<file path="src/rtl/crypto_arbiter.sv">
// Round-robin arbiter sharing one crypto accelerator between NUM_REQ requesters.
// Grants a job, waits for done/error or a watchdog expiry, then routes the response.
module crypto_arbiter #(
  parameter int NUM_REQ = 4,
  parameter int SEL_W   = 2,
  parameter int TIMEOUT = 64,
  parameter int TO_W    = 7
) (
  input  logic                   clk,
  input  logic                   rst,
  input  logic [NUM_REQ-1:0]     req_valid,
  input  logic [4*NUM_REQ-1:0]   req_op,
  output logic [NUM_REQ-1:0]     req_ready,
  output logic [NUM_REQ-1:0]     resp_valid,
  output logic                   resp_error,
  output logic                   accel_enable,
  output logic [3:0]             accel_operation,
  output logic [SEL_W-1:0]       accel_sel,
  input  logic                   accel_done,
  input  logic                   accel_error,
  output logic                   busy,
  output logic [15:0]            timeout_count
);

  typedef enum logic [1:0] {IDLE, WAIT, COOL} state_t;

  localparam logic [3:0] MAX_OP = 4'd4;

  state_t               state, state_nx;
  logic [SEL_W-1:0]     last_grant, last_grant_nx;
  logic [TO_W-1:0]      wd, wd_nx;

  logic [SEL_W-1:0]     cand, idx;
  logic                 found;
  logic [3:0]           sel_op;

  logic [NUM_REQ-1:0]   ready_nx, resp_valid_nx;
  logic                 resp_error_nx, enable_nx, busy_nx;
  logic [3:0]           op_nx;
  logic [SEL_W-1:0]     sel_nx;
  logic [15:0]          tc_nx;

  // Round-robin search starting just after the last grant.
  // NOTE: every variable written here gets a default first so no latch is inferred.
  always_comb begin
    found  = 1'b0;
    idx    = '0;
    cand   = '0;
    sel_op = '0;
    for (int k = 1; k <= NUM_REQ; k++) begin
      cand = SEL_W'((int'(last_grant) + k) % NUM_REQ);
      if (!found && req_valid[cand]) begin
        found = 1'b1;
        idx   = cand;
      end
    end
    for (int i = 0; i < NUM_REQ; i++) begin
      if (idx == SEL_W'(i)) sel_op = req_op[4*i +: 4];
    end
  end

  always_comb begin
    state_nx      = state;
    last_grant_nx = last_grant;
    wd_nx         = wd;
    ready_nx      = '0;
    resp_valid_nx = '0;
    resp_error_nx = 1'b0;
    enable_nx     = 1'b0;
    op_nx         = accel_operation;
    sel_nx        = accel_sel;
    tc_nx         = timeout_count;

    unique case (state)
      IDLE: begin
        if (found) begin
          ready_nx[idx] = 1'b1;
          last_grant_nx = idx;
          if (sel_op <= MAX_OP) begin
            enable_nx = 1'b1;
            op_nx     = sel_op;
            sel_nx    = idx;
            wd_nx     = '0;
            state_nx  = WAIT;
          end else begin
            resp_valid_nx[idx] = 1'b1;
            resp_error_nx      = 1'b1;
            state_nx           = COOL;
          end
        end
      end
      WAIT: begin
        // A completion on the expiry cycle wins over the watchdog.
        if (accel_done || accel_error) begin
          resp_valid_nx[last_grant] = 1'b1;
          resp_error_nx             = accel_error;
          state_nx                  = COOL;
        end else if (wd == TO_W'(TIMEOUT - 1)) begin
          resp_valid_nx[last_grant] = 1'b1;
          resp_error_nx             = 1'b1;
          if (timeout_count != 16'hFFFF) tc_nx = timeout_count + 16'd1;
          state_nx = COOL;
        end else begin
          wd_nx = wd + TO_W'(1);
        end
      end
      COOL:    state_nx = IDLE;
      default: state_nx = IDLE;
    endcase

    busy_nx = (state_nx != IDLE);
  end

  // NOTE: sequential state uses non-blocking assignments so all registers update together.
  always_ff @(posedge clk or posedge rst) begin
    if (rst) begin
      state           <= IDLE;
      last_grant      <= SEL_W'(NUM_REQ - 1);
      wd              <= '0;
      req_ready       <= '0;
      resp_valid      <= '0;
      resp_error      <= 1'b0;
      accel_enable    <= 1'b0;
      accel_operation <= '0;
      accel_sel       <= '0;
      busy            <= 1'b0;
      timeout_count   <= '0;
    end else begin
      state           <= state_nx;
      last_grant      <= last_grant_nx;
      wd              <= wd_nx;
      req_ready       <= ready_nx;
      resp_valid      <= resp_valid_nx;
      resp_error      <= resp_error_nx;
      accel_enable    <= enable_nx;
      accel_operation <= op_nx;
      accel_sel       <= sel_nx;
      busy            <= busy_nx;
      timeout_count   <= tc_nx;
    end
  end

endmodule

</file>
<file path="config.mk">
export PLATFORM = sky130hd
export DESIGN_NAME = crypto_arbiter
export DESIGN_NICKNAME = d
export VERILOG_FILES = /design/src/rtl/crypto_arbiter.sv
export SDC_FILE = /design/constraint.sdc
export NUM_CORES = 1
export LEC_CHECK = 0
export CORE_ASPECT_RATIO = 0.9
export CORE_MARGIN = 1.5
export CORE_UTILIZATION = 49
export CTS_BUF_LIST = sky130_fd_sc_hd__clkbuf_8 sky130_fd_sc_hd__clkbuf_16
export CTS_CLUSTER_SIZE = 25
export DETAILED_ROUTE_END_ITERATION = 10
export GPL_ROUTABILITY_DRIVEN = 0
export HOLD_SLACK_MARGIN = 0.12
export PLACE_DENSITY_LB_ADDON = 0.05
export SYNTH_ARGS = -nofsm -noshare
export SYNTH_HDL_FRONTEND = slang
export SYNTH_SLANG_ARGS = --single-unit
export TNS_END_PERCENT = 30
</file>
<file path="constraint.sdc">
create_clock -name clk -period 4.6 [get_ports clk]
set_input_delay 0.46 -clock clk [delete_from_list [all_inputs] [get_ports clk]]
set_output_delay 0.46 -clock clk [all_outputs]
set_load 0.01 [all_outputs]
</file>
# --- Word level (Yosys, flattened, before mapping) ---
# Cells that the tools add are included.
# Widths: inputs -> output; s select.
op_classes:
  add_sub_neg: 6
  magnitude_cmp: 9
  eq_ne: 10
  n_mux: 49
  n_bitwise: 1
  reduce_logical: 17
ops:
  columns: ["cell", "count"]
  rows:
  - ["$mux 4", 10]
  - ["$mux 7", 4]
  - ["$lt 2x3->1 const B", 6]
  - ["$mux 1", 17]
  - ["$add 16x1->16 const B", 1]
  - ["$mux 2", 8]
  - ["$ne 16x16->1 const B", 1]
  - ["$pmux 7 s2", 1]
  - ["$bmux 1 s2", 4]
  - ["$ne 2x2->1 const B", 4]
  - ["$pmux 4 s2", 1]
  - ["$add 7x1->7 const B", 1]
  - ["$eq 7x6->1 const B", 1]
  - ["$logic_and 1x1->1", 5]
  - ["$reduce_and 5->1", 1]
  - ["$add 2x1->2 const B", 2]
  - ["$add 2x2->2 const B", 2]
  - ["$demux 1 s2", 2]
  - ["$eq 2x1->1 const B", 2]
  - ["$eq 2x2->1 const B", 2]
  - ["$ge 2x1->1 const B", 2]
  - ["$le 4x3->1 const B", 1]
  - ["$logic_not 2->1", 2]
  - ["$pmux 2 s2", 1]
  - ["other kinds (8)", 11]
totals:
  reg_bits: 44
  input_bits: 24
  wordCells: 103

# --- Longest topological paths before layout ---
# Gate-level depths: netlist of run 1.
logic_depth:
  depth_word: 23
  depth_mapped: 13
  ltp_nobuf: 9

# --- Worst setup path before layout of run 1 ---
# No wires, ideal clock.
synth_path:
  kind: "reg-to-reg"
  start: "register last_grant[0]"
  end: "register accel_operation[0]"
  t_arrival_ps: 3378
  required_time_ps: 4475
  slack_ps: 1097
  path_stages_with_launch: 14
  path_cell_list: "dfstp_2 -> buf_2 -> inv_1 -> ha_1 -> clkbuf_1 -> mux4_2 -> or2_1 -> a221o_1 -> and2_1 -> buf_6 -> a311oi_2 -> nor3_2 -> buf_6 -> mux2_4"
synth_between:
  elab_chain_len: 20
  elab_cells_between_ends: 36
synth_rtl:
  columns: ["item", "line", "source"]
  rows:
  - ["from (decl)", "30", "logic [SEL_W-1:0] last_grant, last_grant_nx;"]
  - ["from (signal assigned)", "118", "last_grant <= SEL_W'(NUM_REQ - 1);"]
  - ["from (signal assigned)", "130", "last_grant <= last_grant_nx;"]
  - ["$add 2x1->2", "51", "cand = SEL_W'((int'(last_grant) + k) % NUM_REQ);"]
  - ["$bmux 1 s2", "52", "if (!found && req_valid[cand]) begin"]
  - ["$mux 1 (implied by the code)", "52", null]
  - ["$mux 1", "52", null]
  - ["$logic_not 1->1", "52", null]
  - ["$logic_and 1x1->1", "52", null]
  - ["$mux 1", "52", null]
  - ["$logic_not 1->1", "52", null]
  - ["$logic_and 1x1->1", "52", null]
  - ["$mux 1", "52", null]
  - ["$logic_not 1->1", "52", null]
  - ["$logic_and 1x1->1", "52", null]
  - ["$mux 2", "52", null]
  - ["$logic_not 2->1", "58", "if (idx == SEL_W'(i)) sel_op = req_op[4*i +: 4];"]
  - ["$mux 4 (4 in a row)", "58", null]
  - ["$le 4x3->1", "79", "if (sel_op <= MAX_OP) begin"]
  - ["$reduce_and 3->1 (no source line)", null, null]
  - ["to (signal assigned)", "136", "accel_operation <= op_nx;"]
  - ["to (decl)", "17", "output logic [3:0] accel_operation,"]
# Parallel ways exist; a longest one is shown, timed or not. The select of a mux whose other input is x is not followed.
# A chain may end at the register's enable or synchronous reset.

# --- Worst setup path after layout of run 1 ---
layout_path:
  start: "register last_grant[0]"
  end: "register accel_operation[2]"
# Same word-level chain as after synthesis.

==> flow_summary_export.csv, run 1 <==
group,metric,value,unit
status,status,"completed",
hold_path,hold_class,"reg -> reg",
pwr,power.switching_fraction,38.6,%
global_route,first_global_vias,1613,
critical_path,arrival,4.14,ns
pwr,share_comb_of_total_power,52.8,%
floorplanning,core,4490,um^2
final_layout,fillers,376,
synth,synthArstFlopShare,100,%
pwr,seqPwrFrac,32.9,%
final_layout,syn_to_final_growth,29.8,%
cts,clk_latency,0.29,ns
final_layout,final_cell_mix,"clkdlybuf4s50_1, dfrtp_1, nand2_1, nor2_1",
place,dp_hpwl,3640,um
route,drcViolationCount,0,
critical_path,startpoint_type,"flip-flop",
pwr,p_sw,0.000634,W
synth,synthDistinctLibCells,41,
timing,skew,0.00158,ns
critical_path,crit_path_cell_trace,"inv_1, ha_1, a221oi_1, o32a_1, and2_1, a311oi_2, nor3_2, mux2_2",
cts,cts_tree,"built",
route,via_per_inst,5.27,
cts,hold_buffers,0,
synth,yosysSeqAreaShare,47.7,%
critical_path,endpoint_kind,"flip-flop",
synth,ys_seq_elements,44,
timing,fin_crit_sh,86.1,%
synth,synth_area_leaders,"dfrtp_1, mux2i_1, xnor2_1, mux4_2, ha_1",
synth,synth_top_area_share,45.5,%
cts,h-tree-depth,2,
timing,fin_crit,3.96,ns
timing,tns,0,ns
timing,tightest_slew,0.874,ns
floorplanning,die_h,68.2,um
final_layout,layout_commonest_cell,"clkdlybuf4s50_1",
pwr,p_leak,1.31,nW
critical_path,crit_buf_inv,1,
synth,syn_inst,215,
timing,finalHoldWorstSlack,0.445,ns
pwr,power_density,548,nW/um^2
cts,postCtsSetupRepairBufs,0,
route,ant_nets,0,
route,detail_route.wl_per_cell,14.4,um
global_route,grt-ovfl-total,0,
cts,path_clk_slew,0.07,ns
synth,ys.flop_type,"dfrtp_1",
synth,avgSynthCellArea,10.8,um^2
critical_path,critical-path-max-stage-delay,0.75,ns
final_layout,drive_above_1_share,8.12,%
pwr,clock_power_share,14.3,%
run,maxCapViolCount,0,
floorplanning,std_cell_rows,23,
timing,finalSetupViolCount,0,
global_route,grt_start_max_net_pins,45,
cts,cts.sinks,44,
route,finalWirelength,4780,um
timing,timing.fmax,252,MHz
floorplanning,dieArea,5140,um^2
route,via_count,1755,
final_layout,regArea,1100,um^2
synth,synth.cell_area,2310,um^2
synth,synth_edf_count,0,
route,drtPass1Iterations,4,
pwr,p_int,0.00101,W
timing,hold_viol_final,0,
timing,rsz0062_at_grt,"no",
timing,drv_slew,0,
final_layout,multi_input_area,1120,um^2
final_layout,nets,300,
cts,cts_made_buffers,5,
critical_path,critPathMaxFanout,13,
route,dr.first_iter.drc_count,76,
synth,yosys_warnings,0,
critical_path,path_class,"reg -> reg",
cts,cts_buffer_depth,2,
cts,root_buffer,"clkbuf_8",
global_route,grtUsageTotal,20.5,%
synth,yosys.area.top_type,"dfrtp_1",
critical_path,cp_slowest_cell,"nor3_2",
place,io_buffer_count,56,
final_layout,n_antenna_cell,0,
pwr,ir_drop,0.000504,V
critical_path,cp_top_family,"simple AND/OR/NAND/NOR gates",
floorplanning,initial_utilization,51.5,%
critical_path,cp.required,4.78,ns
synth,syn_nets,245,
floorplanning,die_w,75.4,um
timing,max-slew-margin-rel,41.4,%
global_route,grt_pass1_wl,7900,um
global_route,antenna_found_initial,0,
floorplanning,ios,57,
cts,ctsResizeCount,0,
-- per-layer routing --
layer  track usage, %  routed length (um)  up-vias
met5                0                   0        -
met4             4.69                  41        0
met3             3.98                 272        6
met2             30.0                2110       46
met1             31.4                2360      835
li1                 -                   -      868
-- cells by family (layout without fill, tap and decap cells) --
logic type,Yosys count,after routing,share of synthesized area [%]
AND/OR/NAND/NOR,73,73,15.8
flip-flops,44,44,47.7
AO/OA/AOI/OAI,31,31,9.52
multiplexers,22,22,12.5
buffers and inverters,20,76,4.00
XOR/XNOR,19,19,7.20
adder cells (fa/ha/maj),6,6,3.25
-- synthesized netlist by cell type, types with 5 or more instances --
library cell and number:
nor2_1 14, o21ai_0 5, mux2i_1 12, nand4_1 6, ha_1 6, xor2_1 7
clkbuf_1 6, xnor2_1 12, dfrtp_1 42, nor3_1 6, nand3_1 9, a21oi_1 6
inv_1 10, nand2_1 19
-- power by group through the flow --
| stage | logic (W) | registers (W) | clock network (W) |
|---|---|---|---|
| 4_1_cts | 0.000868 | 0.000541 | 0.000245 |
| 5_1_grt | 0.000959 | 0.000555 | 0.000258 |
| 3_5_place_dp | 0.000866 | 0.000549 | 0 |
| 2_1_floorplan | 0.000650 | 0.000539 | 0 |
| 6_report | 0.000868 | 0.000541 | 0.000236 |
| 3_3_place_gp | 0.000852 | 0.000548 | 0 |
-- sequential cells by signal, summed over array words and instances, names as in the netlist, 2 cells and up --
signal	flops
accel_sel	2
state	2
accel_operation	4
last_grant	2
req_ready	4
resp_valid	4
timeout_count	16
wd	7
-- cell type report --
type,count,share of cell area [%]
clock inverter,2,0.250
inverter,10,1.25
clock buffer,6,2.75
timing repair buffer,58,19.2
multi-input combinational,151,37.2
tap,62,2.59
sequential,44,36.8
-- stage by stage --
step | instances | power [W] | worst slack [ns] | utilization (%) | cell area [um^2]
2_1_floorplan | 215 | 0.00119 | 1.10 | - | 2310
3_3_place_gp | 325 | 0.00140 | 0.796 | 64.8 | 2910
3_5_place_dp | 325 | 0.00141 | 0.682 | 64.8 | 2910
4_1_cts | 333 | 0.00165 | 0.663 | 66.8 | 3000
5_1_grt | 333 | 0.00177 | 0.329 | 66.8 | 3000
6_report | 333 | 0.00164 | 0.639 | 66.8 | 3000
-- worst paths after layout --
kind | startpoint | to | slack [ns] | depth (start not counted)
setup / recovery | last_grant[0]$_DFFE_PP1P_ | accel_operation[2]$_DFFE_PP0P_ | 0.64 | 8
hold / removal | state[1]$_DFF_PP0_ | busy$_DFF_PP0_ | 0.44 | 1
setup reg to reg | last_grant[0]$_DFFE_PP1P_ | accel_operation[2]$_DFFE_PP0P_ | 0.64 | 8
hold reg to reg | state[1]$_DFF_PP0_ | busy$_DFF_PP0_ | 0.44 | 1
max in group asynchronous | rst | last_grant[0]$_DFFE_PP1P_ | 3.62 | 3
min in group asynchronous | rst | wd[5]$_DFFE_PP0P_ | 0.61 | 3
Note: power is estimated with default switching activity, not from simulation.
==> run 2, diff against run 1 <==
--- a/config.mk
+++ b/config.mk
@@ -9,7 +9,7 @@
 export CORE_MARGIN = 1.5
 export CORE_UTILIZATION = 49
 export CTS_BUF_LIST = sky130_fd_sc_hd__clkbuf_8 sky130_fd_sc_hd__clkbuf_16
-export CTS_CLUSTER_SIZE = 25
+export CTS_CLUSTER_SIZE = 24
 export DETAILED_ROUTE_END_ITERATION = 10
 export GPL_ROUTABILITY_DRIVEN = 0
 export HOLD_SLACK_MARGIN = 0.12
==> results of run 2 <==
Same layout as run 1: the final DEF is identical, and so are final timing and power.
==> run 3, diff against run 2 <==
==> constraint.sdc (replaced) <==
create_clock -name clk -period 4.6 [get_ports clk]
set_input_delay 1.38 -clock clk [delete_from_list [all_inputs] [get_ports clk]]
set_output_delay 1.38 -clock clk [all_outputs]
set_load 0.01 [all_outputs]
==> run 3 against run 2 <==
Effect of this change: final cell count rose by 0.60%; utilization rose by 0.72 points; non-clock buffer count rose by 2; worst setup slack got worse by 0.22 ns; count of clock-buffer cells in the layout fell by 1; fmax fell by 5.2%; combinational power rose by 4.1%; clock power rose by 20%; critical path depth did not move; routed wire length rose by 4.4%; final area rose by 1.1%.
==> flow_summary_export.csv, run 3 (synthesis results as in run 1) <==
group,metric,value,unit
hold_path,hold_start,"state[1]$_DFF_PP0_",
critical_path,startpoint,"req_valid[2]",
cts,clk_latency,0.30,ns
timing,hold_viol_final,0,
run,maxCapViolCount,0,
timing,timing.fmax,239,MHz
critical_path,startpoint_type,"input pin",
global_route,first_global_vias,1746,
timing,max-slew-margin-rel,61.2,%
critical_path,arrival,4.37,ns
floorplanning,die_h,68.2,um
place,dp_hpwl,3850,um
route,finalWirelength,4990,um
final_layout,largest-register,"timeout_count",
pwr,ir_drop,0.000325,V
route,drcViolationCount,0,
floorplanning,die_w,75.4,um
pwr,p_leak,1.33,nW
timing,finalHoldWorstSlack,0.450,ns
final_layout,largest_register_ffs,16,
place,io_buffer_count,56,
global_route,grt_start_max_net_pins,31,
timing,tns,0,ns
cts,root_buffer,"clkbuf_8",
final_layout,fin_cells,335,
timing,drv_slew,0,
cts,cts_buffer_depth,2,
cts,cts.sinks,44,
global_route,antenna_found_initial,0,
hold_path,hold_class,"reg -> reg",
final_layout,regArea,1100,um^2
cts,h-tree-depth,2,
timing,tightest_slew,0.578,ns
floorplanning,ios,57,
cts,path_clk_slew,0.08,ns
floorplanning,std_cell_rows,23,
global_route,grt-ovfl-total,0,
global_route,grtUsageTotal,21.9,%
final_layout,syn_to_final_growth,31.2,%
final_layout,layout_commonest_cell,"clkdlybuf4s50_1",
critical_path,path_class,"in -> reg",
critical_path,cp_slowest_cell,"clkdlybuf4s50_1",
route,ant_nets,0,
floorplanning,dieArea,5140,um^2
final_layout,final_cell_mix,"clkdlybuf4s50_1, dfrtp_1, nand2_1, nor2_1",
final_layout,multi_input_area,1120,um^2
timing,skew,0.00809,ns
cts,hold_buffers,0,
place,place_inst,327,
cts,ctsResizeCount,0,
timing,fin_crit_sh,90.8,%
floorplanning,initial_utilization,51.5,%
critical_path,r2r-start,"last_grant[0]$_DFFE_PP1P_",
pwr,power_density,570,nW/um^2
final_layout,nets,302,
critical_path,crit_path_cell_trace,"clkdlybuf4s50_1, mux4_2, or2_1, a221o_1, a211oi_1, a311oi_2, nor3_2, mux2_2",
timing,rsz0062_at_grt,"no",
final_layout,n_antenna_cell,0,
cts,cts_tree,"built",
route,dr.first_iter.drc_count,84,
critical_path,cp.required,4.79,ns
final_layout,drive_above_1_share,9.16,%
status,status,"completed",
final_layout,fillers,359,
critical_path,endpoint_kind,"flip-flop",
critical_path,critical-path-max-stage-delay,0.56,ns
cts,postCtsSetupRepairBufs,0,
final_layout,top_regs,"timeout_count x16, wd x7",
cts,cts_made_buffers,5,
route,drtPass1Iterations,4,
floorplanning,core,4490,um^2
timing,finalSetupViolCount,0,
timing,fin_crit,4.18,ns
global_route,grt_pass1_wl,8290,um
critical_path,critPathMaxFanout,10,
route,via_count,1759,
route,via_per_inst,5.25,
route,detail_route.wl_per_cell,14.9,um
run 3: where the power goes:
| group | internal [W] | leakage [nW] | total, W | switching [W] |
|---|---|---|---|---|
| registers | 0.000474 | 0.585 | 0.000541 | 0.0000665 |
| clock network | 0.000159 | 0.0593 | 0.000283 | 0.000125 |
| logic | 0.000439 | 0.681 | 0.000904 | 0.000465 |
| total | 0.00107 | 1.33 | 0.00173 | 0.000656 |
run 3: worst paths after layout:
kind,endpoint,slack [ns],cells after the start
worst max-delay path,accel_sel[1]$_DFFE_PP0P_,0.42,8
max in group asynchronous,last_grant[0]$_DFFE_PP1P_,2.51,3
min in group asynchronous,wd[2]$_DFFE_PP0P_,1.34,2
worst max register to register,accel_sel[1]$_DFFE_PP0P_,0.92,9
worst min-delay path,busy$_DFF_PP0_,0.45,1
worst min register to register,busy$_DFF_PP0_,0.45,1
run 3: metrics by stage:
stage	util, %	instance area [um^2]	setup slack [ns]	total power [W]
after floorplan	-	2310	0.781	0.00119
after CTS	67.6	3030	0.462	0.00174
after global routing	67.6	3030	0.224	0.00184
after detailed placement	65.2	2930	0.132	0.00145
after global placement	65.2	2930	0.204	0.00142
final	67.6	3030	0.421	0.00173
run 3: critical path: cells and delay by family:
| family | cells | cell delay, ns |
|---|---|---|
| buffers and inverters | 1 | 0.56 |
| muxes | 2 | 0.93 |
| and+or+nand+nor | 2 | 0.76 |
| AOI/OAI and AO/OA | 3 | 0.72 |
run 3: cell type report:
cell class,instances,share of cell area (%)
Multi-Input combinational cell,151,36.8
Sequential cell,44,36.4
Timing Repair Buffer,60,19.5
Tap cell,62,2.56
Clock buffer,5,2.27
Clock inverter,3,1.28
Inverter,10,1.24
run 3: routing by layer:
layer	routed length, um	up-vias	share of wire (%)	GRT usage [%]
met5	0	-	0	0
met4	105	0	2.1	8.93
met3	185	10	3.7	3.98
met2	2190	32	44	32.2
met1	2510	847	50	31.8
li1	-	870	-	-
